===== config.mk =====
export PLATFORM = sky130hd
export DESIGN_NAME = maze_tx_check
export DESIGN_NICKNAME = d
export VERILOG_FILES = /design/src/rtl/maze_pkg.sv /design/src/rtl/maze_step_check.sv /design/src/rtl/maze_tx_check.sv
export SDC_FILE = /design/constraint.sdc
export NUM_CORES = 1
export LEC_CHECK = 0
export ABC_AREA = 0
export CORE_ASPECT_RATIO = 0.5
export CORE_MARGIN = 8
export CORE_UTILIZATION = 25
export CTS_BUF_LIST = sky130_fd_sc_hd__clkbuf_4 sky130_fd_sc_hd__clkbuf_8
export DETAILED_ROUTE_END_ITERATION = 6
export HOLD_SLACK_MARGIN = 0.05
export PLACE_DENSITY = 0.43
export SETUP_SLACK_MARGIN = 0.2
export SYNTH_ARGS = -nofsm -noshare
export SYNTH_HDL_FRONTEND = slang
export SYNTH_HIERARCHICAL = 1
export SYNTH_SLANG_ARGS = --single-unit

===== constraint.sdc =====
create_clock -name clk -period 9.15 [get_ports clk]
set_input_delay 1.83 -clock clk [delete_from_list [all_inputs] [get_ports clk]]
set_output_delay 1.83 -clock clk [all_outputs]
set_load 0.005 [all_outputs]

===== src/rtl/maze_pkg.sv =====
// maze_pkg: shared constants, state and error encodings for the maze transmit/check block
package maze_pkg;
  localparam int N = 15;
  localparam logic [3:0] START = 4'd1;
  localparam logic [3:0] GOAL = 4'd13;
  localparam int TIMEOUT = 1000;
  typedef enum logic [2:0] {IDLE, SEND, WAIT, PATH, REPORT} state_t;
  typedef enum logic [2:0] {
    E_NONE    = 3'd0,
    E_START   = 3'd1,
    E_ADJ     = 3'd2,
    E_WALL    = 3'd3,
    E_GOAL    = 3'd4,
    E_TIMEOUT = 3'd5,
    E_VERDICT = 3'd6,
    E_BOTH    = 3'd7
  } err_t;
endpackage


===== src/rtl/maze_step_check.sv =====
// maze_step_check: legality of one solver coordinate plus the goal test on the last one
module maze_step_check
  import maze_pkg::*;
(
  input  logic       first,
  input  logic [3:0] cur_x,
  input  logic [3:0] cur_y,
  input  logic [3:0] prev_x,
  input  logic [3:0] prev_y,
  input  logic       wall,
  output err_t       step_err,
  output logic       at_goal
);
  logic [3:0] dx, dy;
  logic adj;
  always_comb begin
    dx = cur_x > prev_x ? cur_x - prev_x : prev_x - cur_x;
    dy = cur_y > prev_y ? cur_y - prev_y : prev_y - cur_y;
    adj = (dx == 4'd1 && dy == 4'd0) || (dx == 4'd0 && dy == 4'd1);
    step_err = first ? ((cur_x == START && cur_y == START) ? (wall ? E_WALL : E_NONE) : E_START)
             : !adj ? E_ADJ : wall ? E_WALL : E_NONE;
    at_goal = prev_x == GOAL && prev_y == GOAL;
  end
endmodule


===== src/rtl/maze_tx_check.sv =====
// maze_tx_check: serialises a stored 15x15 maze to a solver and audits its reply
module maze_tx_check
  import maze_pkg::*;
(
  input  logic        clk,
  input  logic        rst,
  input  logic        row_wr,
  input  logic [3:0]  row_addr,
  input  logic [14:0] row_data,
  input  logic        start,
  input  logic        expect_solvable,
  output logic        maze,
  output logic        in_valid,
  input  logic        out_valid,
  input  logic        maze_not_valid,
  input  logic [3:0]  out_x,
  input  logic [3:0]  out_y,
  output logic        busy,
  output logic        done,
  output logic        pass,
  output logic [2:0]  err_code,
  output logic [7:0]  step_cnt
);
  logic [N-1:0] mem [N];
  state_t state;
  err_t err_q, step_err, cand, final_err;
  logic [3:0] r, c, nr, nc, px, py;
  logic [9:0] wait_cnt;
  logic exp_s, first_bit, wall, at_goal, resp, both, verdict, end_path, timeout, go_report;

  assign err_code = err_q;

  always_ff @(posedge clk)
    if (state == IDLE && row_wr && row_addr < 4'(N)) mem[row_addr] <= row_data;

  maze_step_check u_step (
    .first    (state == WAIT),
    .cur_x    (out_x),
    .cur_y    (out_y),
    .prev_x   (px),
    .prev_y   (py),
    .wall     (wall),
    .step_err (step_err),
    .at_goal  (at_goal)
  );

  // a write landing on the start edge must already be visible in the first bit
  always_comb begin
    first_bit = (row_wr && row_addr == 4'd0) ? row_data[0] : mem[0][0];
    nc = c == 4'(N - 1) ? 4'd0 : c + 4'd1;
    nr = c == 4'(N - 1) ? r + 4'd1 : r;
    wall = (out_x >= 4'(N) || out_y >= 4'(N)) ? 1'b1 : mem[out_x][out_y];
    resp = state == WAIT || state == PATH;
    both = resp && out_valid && maze_not_valid;
    verdict = state == WAIT && maze_not_valid;
    end_path = state == PATH && !out_valid;
    timeout = state == WAIT && !out_valid && !maze_not_valid && wait_cnt == 10'(TIMEOUT - 1);
    cand = both ? E_BOTH
         : verdict ? (exp_s ? E_VERDICT : E_NONE)
         : (resp && out_valid) ? step_err
         : end_path ? (!at_goal ? E_GOAL : !exp_s ? E_VERDICT : E_NONE)
         : timeout ? E_TIMEOUT : E_NONE;
    final_err = err_q != E_NONE ? err_q : cand;
    go_report = both || verdict || end_path || timeout;
  end

  always_ff @(posedge clk) begin
    if (rst) begin
      state <= IDLE;
      busy <= 1'b0;
      done <= 1'b0;
      pass <= 1'b0;
      err_q <= E_NONE;
      step_cnt <= 8'd0;
      maze <= 1'b0;
      in_valid <= 1'b0;
      r <= 4'd0;
      c <= 4'd0;
      px <= 4'd0;
      py <= 4'd0;
      wait_cnt <= 10'd0;
      exp_s <= 1'b0;
    end else begin
      done <= 1'b0;
      case (state)
        IDLE:
          if (start) begin
            state <= SEND;
            busy <= 1'b1;
            in_valid <= 1'b1;
            maze <= first_bit;
            r <= 4'd0;
            c <= 4'd0;
            exp_s <= expect_solvable;
            pass <= 1'b0;
            err_q <= E_NONE;
            step_cnt <= 8'd0;
            wait_cnt <= 10'd0;
          end
        SEND:
          if (r == 4'(N - 1) && c == 4'(N - 1)) begin
            state <= WAIT;
            in_valid <= 1'b0;
            maze <= 1'b0;
          end else begin
            r <= nr;
            c <= nc;
            maze <= mem[nr][nc];
          end
        WAIT, PATH: begin
          err_q <= final_err;
          if (go_report) begin
            state <= REPORT;
            busy <= 1'b0;
            done <= 1'b1;
            pass <= final_err == E_NONE;
          end else if (out_valid) begin
            state <= PATH;
            px <= out_x;
            py <= out_y;
            step_cnt <= step_cnt + 8'(step_cnt != 8'hFF);
          end else
            wait_cnt <= wait_cnt + 10'd1;
        end
        REPORT: state <= IDLE;
        default: state <= IDLE;
      endcase
    end
  end
endmodule

==> results of run 1 <==
critical path, delay by kind of cell:
kind / cells / cell delay, ns
buffers and inverters: 2 / 0.96
AOI/OAI and AO/OA: 9 / 2.26
muxes: 1 / 0.28
and+or+nand+nor: 6 / 0.63
state kept, by name (all words and copies together) (netlist names), 3 cells and up:
register  cells
c             4
err_code      3
mem         225
px            4
py            4
r             4
state         3
step_cnt      8
wait_cnt     10
how the worst min path moves through the flow:
stage	slack [ns]	endpoint	start
after CTS	0.48	px[3]	px[3]
after global routing	0.51	py[2]	py[2]
final	0.48	busy	busy
after global placement	0.47	py[3]	py[3]
after floorplan	0.45	py[3]	py[3]
after detailed placement	0.47	px[3]	px[3]
routing by layer:
layer / part of all wire, % / vias to the layer above
li1: - / 5157
met1: 45 / 5973
met2: 45 / 461
met3: 7.0 / 111
met4: 3.2 / 0
met5: 0 / -
cell families (layout without fill, tap and decap cells):
group           after synthesis  after routing  share of synthesized area (%)
buf+inv                     115            190                          3.562
compound gates              294            294                          13.14
xor+xnor                     19             19                          1.209
flops                       271            271                          50.13
mux                         206            206                          18.52
simple gates                350            350                          11.17
fa+ha+maj                    25             25                          2.239
other cells                   1              3                        0.02449
power by group:
part           internal [W]  total (W)  leakage, nW  switching, W
clock              0.000689    0.00124        0.540      0.000551
sequential          0.00136    0.00139         2.40     0.0000271
combinational      0.000119   0.000340         2.84      0.000221
cells in the final DEF (no fill, tap or decap), types with 15 or more instances in the layout:
master | Yosys | layout
sky130_fd_sc_hd__o21ai_0 | 44 | 44
sky130_fd_sc_hd__a22oi_1 | 15 | 15
sky130_fd_sc_hd__clkbuf_8 | 0 | 52
sky130_fd_sc_hd__a21oi_1 | 61 | 61
sky130_fd_sc_hd__nand2_1 | 106 | 106
sky130_fd_sc_hd__nand4_1 | 19 | 19
sky130_fd_sc_hd__inv_1 | 23 | 23
sky130_fd_sc_hd__clkbuf_4 | 0 | 19
sky130_fd_sc_hd__o22ai_1 | 33 | 33
sky130_fd_sc_hd__nor3_1 | 33 | 29
sky130_fd_sc_hd__edfxtp_1 | 225 | 225
sky130_fd_sc_hd__buf_4 | 6 | 30
sky130_fd_sc_hd__nor2_1 | 82 | 71
sky130_fd_sc_hd__ha_1 | 21 | 20
sky130_fd_sc_hd__dfxtp_1 | 46 | 44
sky130_fd_sc_hd__mux2i_1 | 127 | 127
sky130_fd_sc_hd__o221ai_1 | 28 | 28
sky130_fd_sc_hd__mux4_2 | 60 | 60
sky130_fd_sc_hd__nand3_1 | 20 | 20
sky130_fd_sc_hd__mux2_2 | 19 | 19
sky130_fd_sc_hd__a211oi_1 | 34 | 34
sky130_fd_sc_hd__clkdlybuf4s50_1 | 0 | 47
sky130_fd_sc_hd__nor2b_1 | 26 | 26
stage by stage:
stage / setup slack, ns / hold WS, ns / cell area (sq um) / std cells / util [%]
floorplan: 4.270 / 0.4496 / 15310 / 1281 / -
global placement: 3.000 / 0.4704 / 16700 / 2093 / 27.43
detailed placement: 3.036 / 0.4711 / 16700 / 2093 / 27.43
CTS: 3.693 / 0.4789 / 17730 / 2181 / 29.13
global route: 3.371 / 0.5102 / 17730 / 2182 / 29.13
finish: 3.650 / 0.4757 / 17730 / 2183 / 29.14
cell type report:
cell class / count / area share (%)
Sequential cell: 271 / 43.32
Multi-Input combinational cell: 895 / 40.55
Tap cell: 825 / 5.821
Clock buffer: 71 / 4.841
Timing Repair Buffer: 78 / 3.951
Clock inverter: 17 / 0.9738
Inverter: 24 / 0.5080
Antenna cell: 2 / 0.02822
==> reports/qor.yml, run 1 <==
dr_total_vias: 11702
static-leakage-power_nw: 5.786
first_iter_violations: 1161
footprint_of_the_multi_input_gates_sq_mm: 0.007191
std_cell_rows: 64
min_path_type: "flop to flop"
ys_async_sr_fraction_pct: 0
clock_tree.buffer_depth: 3
yosys_register_bits: 271
syn_area_sq_mm: 0.01531
worst_ep_arrival_time_ns: 5.98
number_of_instances_in_the_synthesized_netlist: 1281
core_area_sq_mm: 0.06086
num-fill-cells: 6217
wl_per_cell_um: 25.56
grt_use_total_pct: 15.39
synth_ff_type: "sky130_fd_sc_hd__edfxtp_1"
register_area_sq_mm: 0.007682
r2r-end: "maze"
totalWireLength_mm: 55.81
detail_route.first_pass.iterations: 5
cts_hold_buf: 0
tritoncts_buffers: 47
syn_nets: 1340
synth_top_area_cell: "sky130_fd_sc_hd__edfxtp_1"
fin_skew_ns: 0.03461
synth.avg_cell_area_sq_um: 11.95
synth_largest_type_area_fraction_pct: 44.12
seq_area_frac_synth_pct: 50.13
grt_util_met2_pct: 24.61
timing.critical_path.fanout_max: 25
total_power_w: 0.002970
synth.distinct_cells: 73
route.antenna.remaining_nets: 0
synth_edf_count: 225
layout_nets: 1376
critPathSlowestCell: "sky130_fd_sc_hd__a2111oi_0"
max-slew-margin-rel_pct: 19.58
synthToLayoutAreaGrowth_pct: 15.79
fp.dieW_um: 366.0
routed_via_density: 5.361
finalWeightedCongestion: 0.8851
clkSlewWorstSetupHoldPaths_ns: 0.07
boundaryPins: 50
hold_viol: 0
min_delay_path_depth: 2
post-synth-top-count-cell: "sky130_fd_sc_hd__edfxtp_1"
synth-warning-count: 6
synth_top_cells_by_area: "sky130_fd_sc_hd__edfxtp_1 (44%), sky130_fd_sc_hd__mux4_2 (8.8%), sky130_fd_sc_hd__mux2i_1 (8.3%)"
final_layout_size_suffix_gt1_share_pct: 16.52
worst-endpoint-required_ns: 9.63
worst_setup_path_end_kind: "flop"
globalRoute.busiestLayer: "met2"
worstReg2RegStart: "r[0]"
vdd_ir_drop_max_uv: 87.08
hpwlAfterDp_mm: 36.23
setup_viol: 0
rrSetupSlack_ns: 4.64
power_density_mw_per_mm2: 167.5
tritoncts_clock_tree: "yes"
grt_pass1_wl_mm: 81.41
maxCapViolations: 0
grt_util_met1_pct: 20.77
grt_pass1_vias: 11903
insertion_delay_ns: 0.61
timing.final.max_slew_violations: 0
fin_crit_sh_pct: 60.11
path_depth_of_the_worst_reg2reg_path: 11
setup.worst_path.end: "pass"
cts_num_sinks: 271
grt_max_degree: 52
root_buffer: "sky130_fd_sc_hd__clkbuf_8"
cts.repair_timing.setup_buffer_count: 0
grt_antenna_before_repair: 2
gr-total-overflow: 0
clock_tree.htree_level_count: 2
setup_tns_ns: 0
max_freq_mhz: 181.8
detail_route.drc_violations: 0
grt_util_met3_pct: 3.116
dieHeight_um: 191.0
die-area_sq_mm: 0.06991
unrepaired_setup_endpoints_after_global_routing: "no"
start_util_pct: 25.16
cts-resized-gates: 0
cp-startpoint: "out_x[1]"
placement.io_buffers: 49
critPathMaxStageDelay_ns: 0.53
timing.final.crit_period_ns: 5.500
critical_path.startpoint_type: "primary input"
criticalPathCategory: "primary input to flop"
synth.cells.most_frequent: "sky130_fd_sc_hd__edfxtp_1 (225), sky130_fd_sc_hd__mux2i_1 (127), sky130_fd_sc_hd__nand2_1 (106)"
crit_chain: "buf_2, buf_4, mux4_2, o21ai_0, a2111oi_0, a311oi_1, a211oi_1, nor2b_1, o211ai_1, nand2_1, nand4_1, a2bb2oi_1, a32oi_1, a2111oi_0, nor2_1, nor4bb_1, a32oi_1, nor2_1"
run_status: "completed"
tightest_pin_transition_ns: 1.200
Note: power is estimated with default switching activity, not from simulation.
==> run 2: changes to the inputs <==
==> constraint.sdc (replaced) <==
create_clock -name clk -period 5.7 [get_ports clk]
set_input_delay 1.14 -clock clk [delete_from_list [all_inputs] [get_ports clk]]
set_output_delay 1.14 -clock clk [all_outputs]
set_load 0.005 [all_outputs]
==> run 2 against run 1 <==
Net effect: register-to-register slack worse by 3.3 ns; highest routed layer is now met5; setup slack got worse by 2.9 ns; wire length up 0.37%; global-route usage increased by 0.10 points; flip-flop and latch count stayed put; largest power group unchanged; combinational power increased by 64%.
==> reports/qor.yml, run 2 (same netlist as run 1, synthesis figures left out) <==
grt_max_degree: 50  # was 52
grt_pass1_wl_mm: 82.14  # was 81.41 mm
routed_via_density: 5.379  # was 5.361
worst-endpoint-required_ns: 6.16  # was 9.63 ns
grt_antenna_before_repair: 2  # unchanged
tightest_pin_transition_ns: 1.143  # was 1.200 ns
std_cell_rows: 64  # unchanged
gr-total-overflow: 0  # unchanged
hpwlAfterDp_mm: 36.88  # was 36.23 mm
setup_tns_ns: 0  # unchanged
crit_chain: "clkdlybuf4s50_1, buf_12, nand2b_1, o22ai_1, nor3_1, a2111oi_0, a311oi_1, a211oi_1, buf_4, nor2b_1, o211ai_1, nand2_1, nand4_1, a2bb2oi_1, a32oi_1, a2111oi_0, nor2_1, nor4bb_1, a32oi_1, nor2_1"  # was buf_2, buf_4, mux4_2, o21ai_0, a2111oi_0, a311oi_1, a211oi_1, nor2b_1, o211ai_1, nand2_1, nand4_1, a2bb2oi_1, a32oi_1, a2111oi_0, nor2_1, nor4bb_1, a32oi_1, nor2_1
fin_crit_sh_pct: 87.39
timing.final.max_slew_violations: 0  # unchanged
run_status: "completed"  # unchanged
criticalPathCategory: "primary input to flop"  # unchanged
detail_route.drc_violations: 0  # unchanged
root_buffer: "sky130_fd_sc_hd__clkbuf_8"  # unchanged
clock_tree.htree_level_count: 2  # unchanged
wl_per_cell_um: 25.45  # was 25.56 um
cts_num_sinks: 271  # unchanged
max_freq_mhz: 200.7
grt_pass1_vias: 11934  # was 11903
vdd_ir_drop_max_uv: 138.8  # was 87.08 uV
fin_skew_ns: 0.02564  # was 0.03461 ns
critical_path.startpoint_type: "primary input"  # unchanged
totalWireLength_mm: 56.01  # was 55.81 mm
clkSlewWorstSetupHoldPaths_ns: 0.05  # was 0.07 ns
worstPathBufferInverterCount: 3  # was 2
insertion_delay_ns: 0.61  # about the same
first_iter_violations: 1021  # was 1161
critPathSlowestCell: "sky130_fd_sc_hd__a2111oi_0"  # unchanged
power_density_mw_per_mm2: 262.6  # was 167.5 mW/mm^2
hold_viol: 0  # unchanged
fp.dieW_um: 366.0  # unchanged
final_layout_size_suffix_gt1_share_pct: 17.38  # was 16.52%
worst_setup_path_end_kind: "flop"  # unchanged
start_util_pct: 25.16  # unchanged
cpLargestDelayFamily: "compound AO/OA/AOI/OAI gates"  # unchanged
cts.repair_timing.setup_buffer_count: 0  # unchanged
final_core_utilization_pct: 29.37  # was 29.14%
cts_hold_buf: 0  # unchanged
num-fill-cells: 6219  # was 6217
finalWeightedCongestion: 0.8624  # was 0.8851
cp-startpoint: "out_x[2]"  # was out_x[1]
tritoncts_clock_tree: "yes"  # unchanged
unrepaired_setup_endpoints_after_global_routing: "no"  # unchanged
setup.worst_path.end: "pass"  # unchanged
max-slew-margin-rel_pct: 23.39  # was 19.58%
layout_top_registers: "mem x225, wait_cnt x10, step_cnt x8"  # unchanged
grt_use_total_pct: 15.50  # was 15.39%
synthToLayoutAreaGrowth_pct: 16.72  # was 15.79%
timing.final.crit_period_ns: 4.981
critPathMaxStageDelay_ns: 0.62  # was 0.53 ns
largest_register_by_flop_count: "mem"  # unchanged
tritoncts_buffers: 47  # unchanged
mostFrequentLayoutCells: "sky130_fd_sc_hd__edfxtp_1 (225), sky130_fd_sc_hd__mux2i_1 (127), sky130_fd_sc_hd__nand2_1 (106)"  # unchanged
final_common_cell: "sky130_fd_sc_hd__edfxtp_1"  # unchanged
path_depth_of_the_worst_reg2reg_path: 10  # was 11
r2r-end: "maze"  # unchanged
die-area_sq_mm: 0.06991  # unchanged
worstReg2RegStart: "c[0]"  # was r[0]
core_area_sq_mm: 0.06086  # unchanged
rrSetupSlack_ns: 1.31  # was 4.64 ns
crit_cells: 20  # was 18
detail_route.first_pass.iterations: 5  # unchanged
setup_viol: 0  # unchanged
static-leakage-power_nw: 5.876  # was 5.786 nW
cts-resized-gates: 0  # unchanged
maxCapViolations: 0  # unchanged
placement.io_buffers: 49  # unchanged
worst_ep_arrival_time_ns: 5.44  # was 5.98 ns
route.antenna.remaining_nets: 0  # unchanged
flip_flop_count_of_the_largest_register_all_copies_and_words_added: 225  # unchanged
dieHeight_um: 191.0  # unchanged
layout_nets: 1395  # was 1376
min_path_type: "flop to flop"  # unchanged
boundaryPins: 50  # unchanged
min_delay_path_depth: 2  # unchanged
dr_total_vias: 11840  # was 11702
clock_tree.buffer_depth: 3  # unchanged
timing.critical_path.fanout_max: 18  # was 25
-- run 2: cell count changes in the layout (fill, tap and decap cells not counted), sizes merged --
cell      delta
clkinv       +4
buf         +19
clkbuf       -1
diode        -1
clkinvlp     -2
bufinv       -1
-- run 2: metrics by stage --
stage	power, W	instances	hold WS [ns]	worst slack [ns]	cell area [sq um]
floorplan	0.002573	1281	0.4496	1.510	15310
global placement	0.002820	2112	0.4613	0.1342	16890
detailed placement	0.002828	2112	0.4724	0.1951	16890
CTS	0.004740	2200	0.4812	0.8506	17870
global route	0.004863	2200	0.4954	0.4535	17870
finish	0.004693	2201	0.4797	0.7187	17870
-- run 2: worst min-delay path by stage --
stage | endpoint | startpoint | slack (ns)
2_1_floorplan | py[3] | py[3] | 0.45
3_3_place_gp | py[3] | py[3] | 0.46
3_5_place_dp | py[3] | py[3] | 0.47
4_1_cts | py[3] | py[3] | 0.48
5_1_grt | py[2] | py[2] | 0.50
6_report | py[2] | py[2] | 0.48
-- run 2: routing by layer --
| layer | track usage (%) | part of all wire, % |
|---|---|---|
| met1 | 20.49 | 43 |
| met2 | 25.59 | 46 |
| met3 | 2.833 | 7.0 |
| met4 | 5.355 | 3.3 |
| met5 | 0 | 0.023 |
-- run 2: layout make-up --
type	count	area, sq um	share of cell area, %
diodes	1	2.502	0.01400
flip-flops and latches	271	7682	42.98
clock buffers	70	850.8	4.760
multi-input cells	895	7201	40.29
repair buffers	97	880.8	4.928
inverters	24	90.09	0.5040
clock inverters	18	133.9	0.7490
well taps	825	1032	5.775
-- run 2: tightest hold or removal path, stage by stage (launching register included) --
cell and delay [ns]:
sky130_fd_sc_hd__dfxtp_1 0.32, sky130_fd_sc_hd__nand2_1 0.06, sky130_fd_sc_hd__a21oi_1 0.05
-- run 2: where the power goes --
part           switching, W  internal (W)  leakage, nW
logic              0.000353      0.000204         2.95
clock network      0.000854       0.00105        0.526
registers         0.0000453       0.00219         2.40
total               0.00125       0.00344         5.88
